File: src/rtl/ins_fetcher_pkg.sv
// Shared fetch-stage types and constants for ins_fetcher and its instruction cache.
package ins_fetcher_pkg;

  localparam int unsigned INST_W = 32;
  localparam int unsigned ADDR_W = 32;

  localparam logic [ADDR_W-1:0] RESET_PC_DEFAULT = 32'h0000_0000;
  localparam logic [ADDR_W-1:0] WORD_ALIGN_MASK  = 32'hFFFF_FFFC;

  typedef enum logic [1:0] {
    S_REQ   = 2'd0,
    S_WAIT  = 2'd1,
    S_HOLD  = 2'd2,
    S_DRAIN = 2'd3
  } fetch_state_e;

endpackage

File: src/rtl/icache_dm.sv
// Direct-mapped single-word-per-line instruction cache: combinational lookup, synchronous fill.
// Instantiated by ins_fetcher only when IFETCH_ICACHE_EN is defined.
module icache_dm
  import ins_fetcher_pkg::*;
#(
  parameter int unsigned IDX_BIT = 6
) (
  input  logic              clk_in,
  input  logic              rst_in,
  input  logic [31:2]       lookup_addr,
  output logic              hit,
  output logic [INST_W-1:0] hit_data,
  input  logic              fill_en,
  input  logic [31:2]       fill_addr,
  input  logic [INST_W-1:0] fill_data
);

  localparam int unsigned Lines = 1 << IDX_BIT;
  localparam int unsigned TagW  = 30 - IDX_BIT;

  logic [Lines-1:0]  valid_q;
  logic [TagW-1:0]   tag_q  [Lines];
  logic [INST_W-1:0] data_q [Lines];

  logic [IDX_BIT-1:0] lookup_idx, fill_idx;
  logic [TagW-1:0]    lookup_tag, fill_tag;

  assign lookup_idx = lookup_addr[IDX_BIT+1:2];
  assign lookup_tag = lookup_addr[31:IDX_BIT+2];
  assign fill_idx   = fill_addr[IDX_BIT+1:2];
  assign fill_tag   = fill_addr[31:IDX_BIT+2];

  assign hit      = valid_q[lookup_idx] && (tag_q[lookup_idx] == lookup_tag);
  assign hit_data = data_q[lookup_idx];

  // Only valid bits are reset; tag/data arrays are plain storage.
  always_ff @(posedge clk_in or posedge rst_in) begin
    if (rst_in) begin
      valid_q <= '0;
    end else if (fill_en) begin
      valid_q[fill_idx] <= 1'b1;
    end
  end

  always_ff @(posedge clk_in) begin
    if (fill_en) begin
      tag_q[fill_idx]  <= fill_tag;
      data_q[fill_idx] <= fill_data;
    end
  end

endmodule

File: src/rtl/ins_fetcher.sv
// Instruction fetch stage: PC, memory request handshake, decoder hand-off and ROB redirect.
// Define IFETCH_ICACHE_EN to add a direct-mapped instruction cache (icache_dm).
module ins_fetcher
  import ins_fetcher_pkg::*;
#(
  parameter logic [ADDR_W-1:0] RESET_PC = RESET_PC_DEFAULT
`ifdef IFETCH_ICACHE_EN
  , parameter int unsigned ICACHE_IDX_BIT = 6
`endif
) (
  input  logic              clk_in,
  input  logic              rst_in,
  input  logic              rdy_in,
  output logic              mem_req,
  output logic [ADDR_W-1:0] mem_addr,
  input  logic              mem_done,
  input  logic [INST_W-1:0] mem_data,
  output logic              inst_input,
  output logic [INST_W-1:0] inst,
  output logic [ADDR_W-1:0] inst_addr,
  input  logic              dec_stall,
  input  logic [ADDR_W-1:0] dec_next_pc,
  input  logic              rob_clear,
  input  logic [ADDR_W-1:0] rob_new_pc
);

  fetch_state_e      state_q, state_d;
  logic [ADDR_W-1:0] pc_q, pc_d;
  logic              inst_input_q, inst_input_d;
  logic [INST_W-1:0] inst_q, inst_d;
  logic [ADDR_W-1:0] inst_addr_q, inst_addr_d;
  logic              mem_req_q, mem_req_d;
  logic [ADDR_W-1:0] mem_addr_q, mem_addr_d;

  logic              hit;
  logic [INST_W-1:0] hit_data;
  logic              fill_en;

`ifdef IFETCH_ICACHE_EN
  // Fill uses the latched request address so drained responses still land on the right line.
  icache_dm #(
    .IDX_BIT (ICACHE_IDX_BIT)
  ) u_icache (
    .clk_in      (clk_in),
    .rst_in      (rst_in),
    .lookup_addr (pc_q[31:2]),
    .hit         (hit),
    .hit_data    (hit_data),
    .fill_en     (fill_en),
    .fill_addr   (mem_addr_q[31:2]),
    .fill_data   (mem_data)
  );
`else
  assign hit      = 1'b0;
  assign hit_data = '0;
`endif

  always_comb begin
    state_d      = state_q;
    pc_d         = pc_q;
    inst_input_d = inst_input_q;
    inst_d       = inst_q;
    inst_addr_d  = inst_addr_q;
    mem_req_d    = mem_req_q;
    mem_addr_d   = mem_addr_q;
    fill_en      = 1'b0;

    if (rdy_in) begin
      unique case (state_q)
        S_REQ: begin
          if (rob_clear) begin
            pc_d         = rob_new_pc & WORD_ALIGN_MASK;
            inst_input_d = 1'b0;
          end else if (hit) begin
            inst_d       = hit_data;
            inst_addr_d  = pc_q;
            inst_input_d = 1'b1;
            state_d      = S_HOLD;
          end else begin
            mem_req_d  = 1'b1;
            mem_addr_d = pc_q;
            state_d    = S_WAIT;
          end
        end
        S_WAIT: begin
          if (mem_done) begin
            mem_req_d = 1'b0;
            fill_en   = 1'b1;
          end
          if (rob_clear) begin
            pc_d         = rob_new_pc & WORD_ALIGN_MASK;
            inst_input_d = 1'b0;
            state_d      = mem_done ? S_REQ : S_DRAIN;
          end else if (mem_done) begin
            inst_d       = mem_data;
            inst_addr_d  = pc_q;
            inst_input_d = 1'b1;
            state_d      = S_HOLD;
          end
        end
        S_HOLD: begin
          if (rob_clear) begin
            pc_d         = rob_new_pc & WORD_ALIGN_MASK;
            inst_input_d = 1'b0;
            state_d      = S_REQ;
          end else if (inst_input_q && !dec_stall) begin
            pc_d         = dec_next_pc & WORD_ALIGN_MASK;
            inst_input_d = 1'b0;
            state_d      = S_REQ;
          end
        end
        S_DRAIN: begin
          if (rob_clear) begin
            pc_d = rob_new_pc & WORD_ALIGN_MASK;
          end
          if (mem_done) begin
            mem_req_d = 1'b0;
            fill_en   = 1'b1;
            state_d   = S_REQ;
          end
        end
        default: state_d = S_REQ;
      endcase
    end
  end

  always_ff @(posedge clk_in or posedge rst_in) begin
    if (rst_in) begin
      state_q      <= S_REQ;
      pc_q         <= RESET_PC;
      inst_input_q <= 1'b0;
      inst_q       <= '0;
      inst_addr_q  <= '0;
      mem_req_q    <= 1'b0;
      mem_addr_q   <= '0;
    end else begin
      state_q      <= state_d;
      pc_q         <= pc_d;
      inst_input_q <= inst_input_d;
      inst_q       <= inst_d;
      inst_addr_q  <= inst_addr_d;
      mem_req_q    <= mem_req_d;
      mem_addr_q   <= mem_addr_d;
    end
  end

  assign mem_req    = mem_req_q;
  assign mem_addr   = mem_addr_q;
  assign inst_input = inst_input_q;
  assign inst       = inst_q;
  assign inst_addr  = inst_addr_q;

endmodule

File: config.mk
export PLATFORM = sky130hd
export DESIGN_NAME = ins_fetcher
export DESIGN_NICKNAME = d
export VERILOG_FILES = /design/src/rtl/ins_fetcher_pkg.sv /design/src/rtl/icache_dm.sv /design/src/rtl/ins_fetcher.sv
export SDC_FILE = /design/constraint.sdc
export NUM_CORES = 1
export LEC_CHECK = 0
export ABC_AREA = 0
export BUFFER_PORTS_ARGS = -buffer_cell sky130_fd_sc_hd__buf_2
export CORE_MARGIN = 2
export CORE_UTILIZATION = 50
export DETAILED_ROUTE_END_ITERATION = 8
export GPL_TIMING_DRIVEN = 0
export PLACE_DENSITY = 0.8
export SYNTH_ARGS = -nofsm -noshare
export SYNTH_HDL_FRONTEND = slang
export SYNTH_SLANG_ARGS = --single-unit
File: constraint.sdc
create_clock -name clk_in -period 4.65 [get_ports clk_in]
set_input_delay 0.2325 -clock clk_in [delete_from_list [all_inputs] [get_ports clk_in]]
set_output_delay 0.2325 -clock clk_in [all_outputs]
set_load 0.01 [all_outputs]
Word level (Yosys, flattened, before mapping) --
Cells that the tools add are included.
Storage, ports and cells: memory bits (writable) 0, word-level logic and storage cells 52, memories 0, ROM bits 0, bits in latches 0, bits in registers 132, bits of input ports 102
Operators by class: eq/ne operators 10, $mul 0, reduce and logical (&&, ||, !) cells 13, bitwise logic cells 1, mux-type cells 21, $lt $le $gt $ge 0, $add $sub $neg 0, shift-type cells 0, div/mod/pow operators 0
Operators by type and width (count):
- $mux 32 | 3
- $pmux 32 s2 | 1
- $mux 2 | 7
- $reduce_and 5->1 | 2
- $pmux 2 s4 | 1
- $reduce_and 4->1 | 2
- $mux 1 | 7
- $ne 2x2->1 const B | 3
- $ne 3x3->1 const B | 2
- $reduce_and 3->1 | 2
- $eq 2x2->1 const B | 2
- $ne 2x1->1 const B | 2
- $pmux 1 s3 | 1
- $reduce_bool 3->1 | 1
- $reduce_or 3->1 | 1
- $eq 2x1->1 const B | 1
- $logic_not 2->1 | 1
- $pmux 1 s2 | 1
- $reduce_bool 2->1 | 1
- $reduce_or 2->1 | 1
- $logic_and 1x1->1 | 1
- $logic_not 1->1 | 1
- $not 1->1 | 1

Depth between registers and ports, before layout --
Gate-level depths: netlist of run 1.
word-level depth 5, depth in mapped cells 5

Worst setup path after synthesis of run 1 --
No wires, ideal clock.
kind register to register, start point register state_q[1], end point register inst_q[0] (netlist: inst[0]), cell stages (with the launch flop) 6, clock period less this slack 1527 ps, slack 3123 ps, arrival 1401 ps, data required time 4525 ps, setup time 125 ps, buffers on the path 2, cells stage by stage dfrtp_1 -> nor2_2 -> and4_4 -> buf_6 -> buf_6 -> mux2_4
On the way: longest elaborated chain between the ends 2
Ends and longest elaborated chain:
- start: declaration | RTL line ins_fetcher.sv:27 | fetch_state_e state_q, state_d;
- start signal: assignment | RTL line ins_fetcher.sv:137 | state_q <= state_d;
- $eq 2x1->1 | RTL line ins_fetcher.sv:69 | unique case (state_q)
- $reduce_and 4->1 (no line)
- end signal: assignment | RTL line ins_fetcher.sv:140 | inst_q <= inst_d;
- end: declaration | RTL line ins_fetcher.sv:30 | logic [INST_W-1:0] inst_q, inst_d;
No other way between the ends. A chain may end at the register's enable or synchronous reset.

Worst setup path in the final report of run 1 --
start point register state_q[1], end point register inst_q[11] (netlist: inst[11])
Same word-level chain as after synthesis.

==> reports/summary.md, run 1 <==
## Status
• run status: finished, final reports clean

## Place
• DP Wirelength: 9260 um
• worst slack, placed: 2.96 ns
• Routability Congestion: 0.783
• IO Port Bufs: 191
• placed cells: 702

## Clock network
• number of hold-repair buffers added at the cts stage: 34
• CTS root buffer: clkbuf_8
• CTS tree: built
• H-tree depth: 4
• clock latency at the later pin of the worst-skew pair: 0.51 ns
• number of buffers inserted during clock tree synthesis: 17
• clock tree sinks: 126
• Max Root-Sink Buffers: 2
• clock-pin slew of the registers on the worst-case setup and hold paths: 0.06 ns
• post-CTS sizing: 0
• Post-CTS Setup Bufs: 0

## Floorplan
• area of the die: 12000 um^2
• floorplan row count: 38
• number of primary I/O pins: 200
• placeable core area: 10800 um^2
• DIE WIDTH: 109 um
• initial standard-cell utilization of the core: 51.2%
• Die H: 109 um

## Timing
• setup tns final: 0 ns
• final number of max-transition violations: 0
• worst hold slack after final layout: 0.0470 ns
• smallest setup slack after layout: 2.96 ns
• final setup violation count: 0
• Final Critical Period: 1.69 ns
• RSZ-0062 raised after global routing: false
• Max-Slew Margin vs Limit: 63.0%
• Fin Clk Skew: 0.00944 ns
• maximum clock frequency: 590 MHz
• Final Hold Violating Endpoints: 0
• final clock period utilization by the worst path: 36.4%
• slew at the pin closest to its max-slew limit: 0.556 ns

## GRT
• antenna violations before repair: 1
• GRT Util Overall: 23.4%
• pin count of the biggest net entering global routing: 67
• wire length of the first global-routing pass: 21200 um
• via count of the first global-routing pass: 4141
• overflow left after global routing: 0

## Logic synthesis
• Cell variety after synth: 30
• total standard cell area after synthesis: 5550 um^2
• count of state elements after synthesis: 126
• Mean Syn Cell Area: 15.1 um^2
• synthesized netlist cell count: 367
• Syn. warnings: 0
• share of synthesized area occupied by flip-flops and latches: 56.8%

## Critical path
• WP data arrival: 2.08 ns
• reg-to-reg slack, setup: 2.96 ns
• startpoint type of the worst setup path: register
• type of destination of the critical path: register
• category of the critical setup timing path: reg -> reg
• Worst Path Required: 5.04 ns
• startpoint of the lowest-slack register-to-register path: state_q[1]$_DFFE_PP0P_
• FF-to-FF End: inst[11]$_DFFE_PP0P_
• critical path peak fanout: 10
• R2R depth: 5

## Min path
• worst hold path class: in -> reg
• hold endpoint: pc_q[21]$_DFFE_PP0P_
• Worst Min Path Start: rob_new_pc[21]
• worst hold path stage count: 3

## Finish
• number of cells in the finished layout apart from fillers: 770
• fraction of layout instances using a drive strength above 1: 55.7%
• area delta synth->final: 38.0%
• number of nets in the finished design: 717

## Pwr
• Power per Cell Area: 625 nW/um^2
• reported leakage power: 3.70 nW
• worst-case vdd ir drop: 0.000378 V

## Drt
• wire per inst: 18.2 um
• total routed wirelength: 14000 um
• # DRC: 0
• drt first pass iters: 4
• via count: 3943
• vias per cell: 5.12
• Iteration-0 DRC Markers: 230
• Detail Route Antenna Nets: 0

## Flow run
• number of max-cap violations: 0

## power by group
part / internal (mW) / leakage, nW / total [mW] / switching, mW
clock: 0.843 / 0.285 / 1.31 / 0.469
combinational: 0.958 / 1.95 / 1.61 / 0.656
sequential: 1.56 / 1.46 / 1.86 / 0.301
total: 3.36 / 3.70 / 4.79 / 1.43
## logic make-up after synthesis
group                  share of synthesized area, %
other                                        0.0675
flip-flops                                     56.8
multiplexers                                   24.9
AND/OR/NAND/NOR                                4.64
buffers and inverters                          4.24
AO/OA/AOI/OAI                                  9.40
## cell usage in the layout, fill, tap and decap left out, drive strengths merged, types with 4 or more instances in the layout
master / n
dfrtp: 126
buf: 210
clkinv: 5
mux2: 92
o22ai: 30
inv: 4
dlygate4sd3: 34
o21ai: 5
conb: 4
clkbuf: 35
or2: 29
a2bb2oi: 29
## routing by layer
metal	vias up	share of wire [%]	wire length (um)	GRT usage [%]
met3	14	7.2	1010	6.94
met2	162	48	6700	39.6
li1	1823	-	-	-
met5	-	0	0	0
met1	1944	44	6100	29.4
met4	0	1.3	187	6.60
## through the flow
step | power, mW | area, um^2 | utilization [%]
2_1_floorplan | 2.81 | 5560 | -
3_3_place_gp | 3.39 | 6690 | 61.7
3_5_place_dp | 3.45 | 6730 | 62.0
4_1_cts | 4.80 | 7660 | 70.6
5_1_grt | 5.03 | 7660 | 70.6
6_report | 4.79 | 7660 | 70.7
## flip-flops by register name, indices dropped and copies added, names as in the netlist
name	flops
mem_addr	30
inst_input	1
state_q	2
pc_q	30
inst	32
inst_addr	30
mem_req	1
## worst max-delay path by stage
stage                                      start                         to  slack (ns)  cells after the start
final                     state_q[1]$_DFFE_PP0P_       inst[11]$_DFFE_PP0P_        2.96                      5
after CTS                 state_q[1]$_DFFE_PP0P_  inst_addr[13]$_DFFE_PP0P_        2.95                      5
after floorplan                           rst_in        inst[0]$_DFFE_PP0P_        1.06                      1
after detailed placement  state_q[1]$_DFFE_PP0P_   inst_addr[4]$_DFFE_PP0P_        2.96                      5
after global placement                    rst_in        pc_q[3]$_DFFE_PP0P_       -0.07                      2
after global routing      state_q[1]$_DFFE_PP0P_   inst_addr[6]$_DFFE_PP0P_        2.88                      5
## area by class of cell
cell class                      count  area (um^2)
Buffer                             31          220
Clock inverter                     10          138
Multi-Input combinational cell    209         2170
Antenna cell                        2         5.00
Fill cell                         736         3180
Timing Repair Buffer              226         1320
Clock buffer                       22          453
Inverter                            4         20.0
Tap cell                          140          175
Sequential cell                   126         3150
## cells in the mapped netlist (all sizes together)
cell type	instances	area (um^2)
and3	1	6.26
dfrtp	126	3150
and4b	1	10.0
nor2	1	6.26
conb	1	3.75
clkbuf	13	48.8
or2	29	181
a31oi	1	6.26
o21ai	5	25.0
nand2b	2	12.5
a21oi	3	15.0
and4	1	11.3
a21o	1	7.51
a32oi	1	8.76
buf	18	171
nor3b	1	7.51
a21boi	1	7.51
inv	4	15.0
nand4bb	1	11.3
o32a	1	10.0
mux2	92	1370
nand2	3	11.3
a2bb2oi	29	254
mux2i	1	10.0
o22ai	30	188
## worst max-delay path, stage by stage, from the launching register on
cell,delay [ns]
dfrtp_1,0.45
nor2_2,0.19
and4_4,0.24
buf_6,0.16
buf_6,0.20
mux2_4,0.32
(Power assumes the default switching activity.)
==> run 2, diff against run 1 <==
--- a/config.mk
+++ b/config.mk
@@ -8,10 +8,10 @@
 export ABC_AREA = 0
 export BUFFER_PORTS_ARGS = -buffer_cell sky130_fd_sc_hd__buf_2
 export CORE_MARGIN = 2
-export CORE_UTILIZATION = 50
+export CORE_UTILIZATION = 45
 export DETAILED_ROUTE_END_ITERATION = 8
 export GPL_TIMING_DRIVEN = 0
-export PLACE_DENSITY = 0.8
+export PLACE_DENSITY = 0.76
 export SYNTH_ARGS = -nofsm -noshare
 export SYNTH_HDL_FRONTEND = slang
 export SYNTH_SLANG_ARGS = --single-unit
==> constraint.sdc (replaced) <==
create_clock -name clk_in -period 1.5 [get_ports clk_in]
set_input_delay 0.075 -clock clk_in [delete_from_list [all_inputs] [get_ports clk_in]]
set_output_delay 0.075 -clock clk_in [all_outputs]
set_load 0.01 [all_outputs]
==> run 2 against run 1 <==
Against the previous run: the flow now finishes with violations (hold timing, setup timing); wire length rose by 11%; non-clock buffer count rose by 38; sequential power rose to 3.1 times the previous value.
==> reports/summary.md, run 2 (synthesized netlist as in run 1, its figures left out) <==
## Status
• run status: complete, but fails checks
• violations in the final reports: hold timing, setup timing

## Pwr
• part of the total power dissipated in the clock network: 28.5%, +1.1 points
• reported leakage power: 3.97 nW, +7.4%
• switching power as a share of total power: 29.1%, -0.67 points
• Power per Cell Area: 1870 nW/um^2, +200%
• worst-case vdd ir drop: 0.00106 V, +180%
• internal power component: 11.1 mW, +230%
• total design power: 15.7 mW, +230%
• Seq pwr share: 36.9%, -2.0 points
• sw power: 4.56 mW, +220%
• Logic pwr share: 34.6%, +0.9 points

## Critical path
• critical path peak fanout: 10, unchanged
• reg-to-reg slack, setup: -0.03 ns, -2.99 ns
• type of destination of the critical path: register
• startpoint type of the worst setup path: register
• category of the critical setup timing path: reg -> reg
• Worst Path Required: 1.80 ns, -3.24 ns
• WP data arrival: 1.83 ns, -0.25 ns

## Drt
• Detail Route Antenna Nets: 0, unchanged
• via count: 4239, +7.5%
• vias per cell: 5.21, +1.8%
• # DRC: 0, unchanged
• Iteration-0 DRC Markers: 272, +18%
• wire per inst: 19.1 um, +5.2%
• total routed wirelength: 15500 um, +11%
• drt first pass iters: 4, unchanged

## Floorplan
• initial standard-cell utilization of the core: 46.2%, -5.0 points
• placeable core area: 12000 um^2, +11%
• floorplan row count: 40, +5.3%
• Die H: 115 um, +5.2%
• area of the die: 13200 um^2, +11%
• DIE WIDTH: 115 um, +5.2%
• number of primary I/O pins: 200, unchanged

## Timing
• Fin Clk Skew: 0.00874 ns, -0.000701 ns
• final clock period utilization by the worst path: 102%, +66 points
• final number of max-transition violations: 0, unchanged
• final setup violation count: 60, +60
• Max-Slew Margin vs Limit: 54.4%, -8.5 points
• RSZ-0062 raised after global routing: true
• worst hold slack after final layout: -0.00814 ns, -0.0552 ns
• setup tns final: -1.14 ns, -1.14 ns
• Final Hold Violating Endpoints: 1, +1
• smallest setup slack after layout: -0.0312 ns, -2.99 ns
• Final Critical Period: 1.53 ns, -0.163 ns
• slew at the pin closest to its max-slew limit: 0.683 ns, +0.128 ns
• maximum clock frequency: 653 MHz, +11%

## Clock network
• Max Root-Sink Buffers: 2, unchanged
• clock-pin slew of the registers on the worst-case setup and hold paths: 0.06 ns, about the same
• clock latency at the later pin of the worst-skew pair: 0.42 ns, -0.09 ns
• H-tree depth: 4, unchanged
• CTS root buffer: clkbuf_16
• clock tree sinks: 126, unchanged
• CTS tree: built
• number of buffers inserted during clock tree synthesis: 17, unchanged

## Min path
• worst hold path class: in -> reg

## GRT
• antenna violations before repair: 0, -1
• GRT Util Overall: 23.0%, -0.44 points
• wire length of the first global-routing pass: 23100 um, +9.2%
• pin count of the biggest net entering global routing: 42, -37%
• overflow left after global routing: 0, unchanged
• via count of the first global-routing pass: 4520, +9.2%

## Finish
• fraction of layout instances using a drive strength above 1: 58.6%, +2.8 points
• commonest non-fill, non-tap cell in the layout: buf_2
• summed area of non-filler cells in the final layout: 8380 um^2, +9.4%
• number of filler instances in the final layout: 802, +9.0%
• commonest cells after routing, fill and taps aside: 194 x buf_2, 124 x dfrtp_1, 90 x mux2_4
• number of flip-flops in the largest register: 32, unchanged
• count of inserted antenna diode cells: 0, -2
• number of nets in the finished design: 755, +5.3%
• area delta synth->final: 51.0%

## Place
• worst slack, placed: -0.209 ns, -3.17 ns
• Routability Congestion: 0.805, +2.9%
• DP Wirelength: 9390 um, +1.4%
• IO Port Bufs: 191, unchanged
• Placed Area: 6790 um^2, +0.99%

## Flow run
• number of max-cap violations: 0, unchanged

run 2: cell count changes in the layout (fill, tap and decap cells not counted), moves of 4 or more:
| cell | change |
|---|---|
| buf_4 | +8 |
| clkbuf_1 | -5 |
| a2bb2oi_1 | -14 |
| buf_6 | -9 |
| a2bb2oi_2 | +14 |
| dlygate4sd3_1 | +24 |
| clkbuf_16 | +4 |
| buf_12 | +14 |
run 2: layout make-up:
cell class	instances	area [um^2]	share of cell area, %
buffer	31	328	3.91
clock buffer	20	457	5.45
clock inverter	12	190	2.27
inverter	4	18.8	0.224
multi-input combinational	209	2300	27.4
sequential	126	3160	37.6
tap	147	184	2.19
timing repair buffer	264	1750	20.9
run 2: timing repair:
action | in CTS | in global routing
resized for setup | 20 | 29
gates cloned | 0 | 3
hold buffers | 57 | 1
buffers inserted | 7 | 2
setup endpoints to repair | 121 | 117
pin swaps | 1 | 2
hold endpoints to repair | 77 | 1
run 2: worst max-delay path: stages, from the launching register on:
cell and delay, ns:
dfrtp_2 0.43, nor2_4 0.12, and4_4 0.23, buf_12 0.15, buf_12 0.16, mux2_4 0.31
run 2: metal layers:
metal  track usage (%)  vias up  wire, um
li1                  -     1906         -
met1              27.5     2123      6480
met2              38.6      182      7780
met3              6.43       28       939
met4              10.8        0       345
met5                 0        -         0
run 2: power by group through the flow:
stage / Combinational, mW / Sequential [mW] / Clock (mW)
6_report: 5.41 / 5.78 / 4.47
5_1_grt: 5.78 / 5.96 / 4.71
4_1_cts: 5.21 / 5.74 / 4.53
3_5_place_dp: 4.93 / 5.75 / 0
3_3_place_gp: 4.86 / 5.66 / 0
2_1_floorplan: 2.47 / 6.25 / 0
run 2: final timing paths:
| check | startpoint | cells after the start | to |
|---|---|---|---|
| max in group asynchronous | rst_in | 5 | mem_addr[8]$_DFFE_PP0P_ |
| hold / removal | rob_new_pc[5] | 3 | pc_q[5]$_DFFE_PP0P_ |
| min in group asynchronous | rst_in | 3 | inst[24]$_DFFE_PP0P_ |
| hold reg to reg | mem_addr[24]$_DFFE_PP0P_ | 1 | mem_addr[24]$_DFFE_PP0P_ |
| setup reg to reg | state_q[1]$_DFFE_PP0P_ | 5 | inst_addr[12]$_DFFE_PP0P_ |
| setup / recovery | state_q[1]$_DFFE_PP0P_ | 5 | inst_addr[12]$_DFFE_PP0P_ |
run 2: per-stage QoR:
| stage | utilization, % | hold WS (ns) | cells |
|---|---|---|---|
| 3_5_place_dp | 56.6 | 0.138 | 711 |
| 2_1_floorplan | - | 0.210 | 370 |
| 5_1_grt | 69.8 | 0.0102 | 813 |
| 3_3_place_gp | 56.1 | 0.298 | 708 |
| 6_report | 69.8 | -0.00814 | 813 |
| 4_1_cts | 67.9 | 0.00103 | 807 |
==> run 3, diff against run 2 <==
--- a/config.mk
+++ b/config.mk
@@ -8,10 +8,10 @@
 export ABC_AREA = 0
 export BUFFER_PORTS_ARGS = -buffer_cell sky130_fd_sc_hd__buf_2
 export CORE_MARGIN = 2
-export CORE_UTILIZATION = 45
+export CORE_UTILIZATION = 50
 export DETAILED_ROUTE_END_ITERATION = 8
 export GPL_TIMING_DRIVEN = 0
-export PLACE_DENSITY = 0.76
+export PLACE_DENSITY = 0.8
 export SYNTH_ARGS = -nofsm -noshare
 export SYNTH_HDL_FRONTEND = slang
 export SYNTH_SLANG_ARGS = --single-unit
==> constraint.sdc (replaced) <==
create_clock -name clk_in -period 1.6 [get_ports clk_in]
set_input_delay 0.08 -clock clk_in [delete_from_list [all_inputs] [get_ports clk_in]]
set_output_delay 0.08 -clock clk_in [all_outputs]
set_load 0.01 [all_outputs]
==> run 3 against run 2 <==
Against the previous run: the run now ends clean; sequential power down 5.7%; total power is 12% lower; clock-buffer cell count decreased by 2; critical path depth did not move; hold slack improved by 0.046 ns; clock skew hardly changed; clock power shrank 26%; global-route usage rose by 4.6 points; register-to-register slack gained 0.08 ns; via count rose by 3.8%; critical endpoint is now inst[19]$_DFFE_PP0P_; largest cell class unchanged.
==> reports/summary.md, run 3 (synthesized netlist as in run 1, its figures left out) <==
## Critical path
• Critical Path Source: state_q[1]$_DFFE_PP0P_
• cell mode on critical path: buf_12
• critical path peak fanout: 10, unchanged
• category of the critical setup timing path: reg -> reg
• Max stage delay on crit path: 0.43 ns, about the same
• WP data arrival: 1.93 ns, +0.10 ns
• FF-to-FF End: inst[19]$_DFFE_PP0P_
• type of destination of the critical path: register
• R2R depth: 5, unchanged
• startpoint type of the worst setup path: register
• cell-by-cell listing of the critical path: nor2_4 -> and4_4 -> buf_12 -> buf_12 -> mux2_4
• library cell contributing the largest single delay on the critical path: dfrtp_2
• end point of the critical path: inst[19]$_DFFE_PP0P_
• startpoint of the lowest-slack register-to-register path: state_q[1]$_DFFE_PP0P_
• reg-to-reg slack, setup: 0.04 ns, +0.08 ns
• Worst Path Required: 1.98 ns, +0.18 ns

## Clock network
• CTS root buffer: clkbuf_8
• Max Root-Sink Buffers: 2, unchanged
• H-tree depth: 4, unchanged
• clock latency at the later pin of the worst-skew pair: 0.50 ns, +0.08 ns
• CTS tree: built
• clock tree sinks: 126, unchanged
• number of buffers inserted during clock tree synthesis: 17, unchanged
• clock-pin slew of the registers on the worst-case setup and hold paths: 0.06 ns, about the same

## Floorplan
• number of primary I/O pins: 200, unchanged
• DIE WIDTH: 109 um, -5.0%
• placeable core area: 10800 um^2, -9.7%
• initial standard-cell utilization of the core: 51.2%, +5.0 points
• floorplan row count: 38, -5.0%
• Die H: 109 um, -5.0%
• area of the die: 12000 um^2, -9.7%

## Timing
• Fin Clk Skew: 0.00884 ns, +0.000102 ns
• Max-Slew Margin vs Limit: 37.4%, -17 points
• final setup violation count: 0, -100%
• final clock period utilization by the worst path: 97.2%, -4.9 points
• maximum clock frequency: 643 MHz, -1.6%
• final number of max-transition violations: 0, unchanged
• Final Hold Violating Endpoints: 0, -1
• smallest setup slack after layout: 0.0445 ns, +0.0757 ns
• RSZ-0062 raised after global routing: false
• setup tns final: 0 ns, +1.14 ns
• Final Critical Period: 1.56 ns, +0.0243 ns
• worst hold slack after final layout: 0.0376 ns, +0.0457 ns
• slew at the pin closest to its max-slew limit: 0.938 ns, +0.254 ns

## Place
• worst slack, placed: -0.126 ns, +0.0831 ns
• DP Wirelength: 9550 um, +1.8%
• Routability Congestion: 0.759, -5.7%
• IO Port Bufs: 191, unchanged

## Drt
• Iteration-0 DRC Markers: 186, -32%
• drt first pass iters: 4, unchanged
• total routed wirelength: 16500 um, +5.9%
• Detail Route Antenna Nets: 0, unchanged
• wire per inst: 19.9 um, +4.2%
• vias per cell: 5.33, +2.1%
• via count: 4399, +3.8%
• # DRC: 0, unchanged

## GRT
• overflow left after global routing: 0, unchanged
• via count of the first global-routing pass: 4762, +5.4%
• pin count of the biggest net entering global routing: 45, +7.1%
• antenna violations before repair: 0, unchanged
• wire length of the first global-routing pass: 24500 um, +6.2%
• GRT Util Overall: 27.6%, +4.6 points

## Finish
• number of filler instances in the final layout: 662, -17%
• multi-input logic area: 2200 um^2, -4.2%
• number of flip-flops in the largest register: 32, unchanged
• commonest non-fill, non-tap cell in the layout: buf_2
• commonest cells after routing, fill and taps aside: 193 x buf_2, 124 x dfrtp_1, 92 x dlygate4sd3_1
• area taken by flip-flops and latches: 3160 um^2, unchanged
• utilization of the core after routing: 76.5%, +6.8 points
• count of inserted antenna diode cells: 0, unchanged
• area delta synth->final: 49.5%
• number of nets in the finished design: 780, +3.3%
• fraction of layout instances using a drive strength above 1: 52.5%, -6.1 points

## Flow run
• number of max-cap violations: 0, unchanged

## Status
• run status: finished, final reports clean

## Pwr
• Power per Cell Area: 1660 nW/um^2, -11%
• worst-case vdd ir drop: 0.000987 V, -6.6%
• reported leakage power: 3.95 nW, -0.45%

## Min path
• worst hold path class: in -> reg

==> run 3: cell types whose count changed in the layout (fill, tap and decap cells not counted), moves of 5 or more <==
| cell | previous run | this run |
|---|---|---|
| a2bb2oi_2 | 14 | 0 |
| buf_4 | 13 | 8 |
| buf_12 | 14 | 9 |
| dlygate4sd3_1 | 58 | 92 |
| a2bb2oi_1 | 15 | 29 |
==> run 3: timing repair <==
item	in CTS	in global routing
hold buffers	92	0
endpoints found under the hold margin	108	0
gates resized for setup	16	13
pin swaps	0	1
setup buffers	1	3
setup endpoints to repair	93	119
==> run 3: metrics by stage <==
step	instance area [um^2]	total power [mW]	cells
6_report	8300	13.8	826
5_1_grt	8300	14.5	826
4_1_cts	8240	13.7	823
3_5_place_dp	6740	10.0	703
3_3_place_gp	6700	9.85	701
2_1_floorplan	5570	8.16	370
==> run 3: worst min-delay path by stage <==
stage                               start                   end  slack (ns)  depth (start not counted)
after global routing      dec_next_pc[27]  pc_q[27]$_DFFE_PP0P_        0.03                          4
after floorplan              mem_data[23]  inst[23]$_DFFE_PP0P_        0.21                          1
after CTS                 dec_next_pc[30]  pc_q[30]$_DFFE_PP0P_        0.01                          4
after global placement       mem_data[24]  inst[24]$_DFFE_PP0P_        0.31                          2
final                     dec_next_pc[27]  pc_q[27]$_DFFE_PP0P_        0.04                          4
after detailed placement     mem_data[24]  inst[24]$_DFFE_PP0P_        0.31                          2
==> run 3: cell type report <==
| type | count | area share [%] |
|---|---|---|
| clock inverters | 9 | 0.905 |
| plain buffers | 31 | 3.60 |
| repair buffers | 289 | 23.5 |
| clock buffers | 18 | 5.16 |
| flip-flops and latches | 126 | 38.0 |
| well taps | 140 | 2.11 |
| inverters | 4 | 0.226 |
| multi-input cells | 209 | 26.5 |
==> run 3: power by group <==
part | total, mW | internal (mW) | switching (mW) | leakage (nW)
Combinational | 5.05 | 2.97 | 2.08 | 2.24
Sequential | 5.45 | 4.54 | 0.914 | 1.46
Clock | 3.31 | 2.03 | 1.28 | 0.249
==> run 3: layer usage <==
metal / vias up / global-route usage, % / routed length (um)
met1: 2168 / 31.7 / 6460
met5: - / 0 / 0
met3: 49 / 6.58 / 1220
li1: 1945 / - / -
met4: 0 / 12.6 / 444
met2: 237 / 48.8 / 8340
==> run 3: worst max-delay path, delay by kind of cell (launching register included) <==
kind                   cells  cell delay (ns)
buffers and inverters      2             0.31
multiplexers               1             0.31
flip-flops                 1             0.43
AND/OR/NAND/NOR            2             0.37
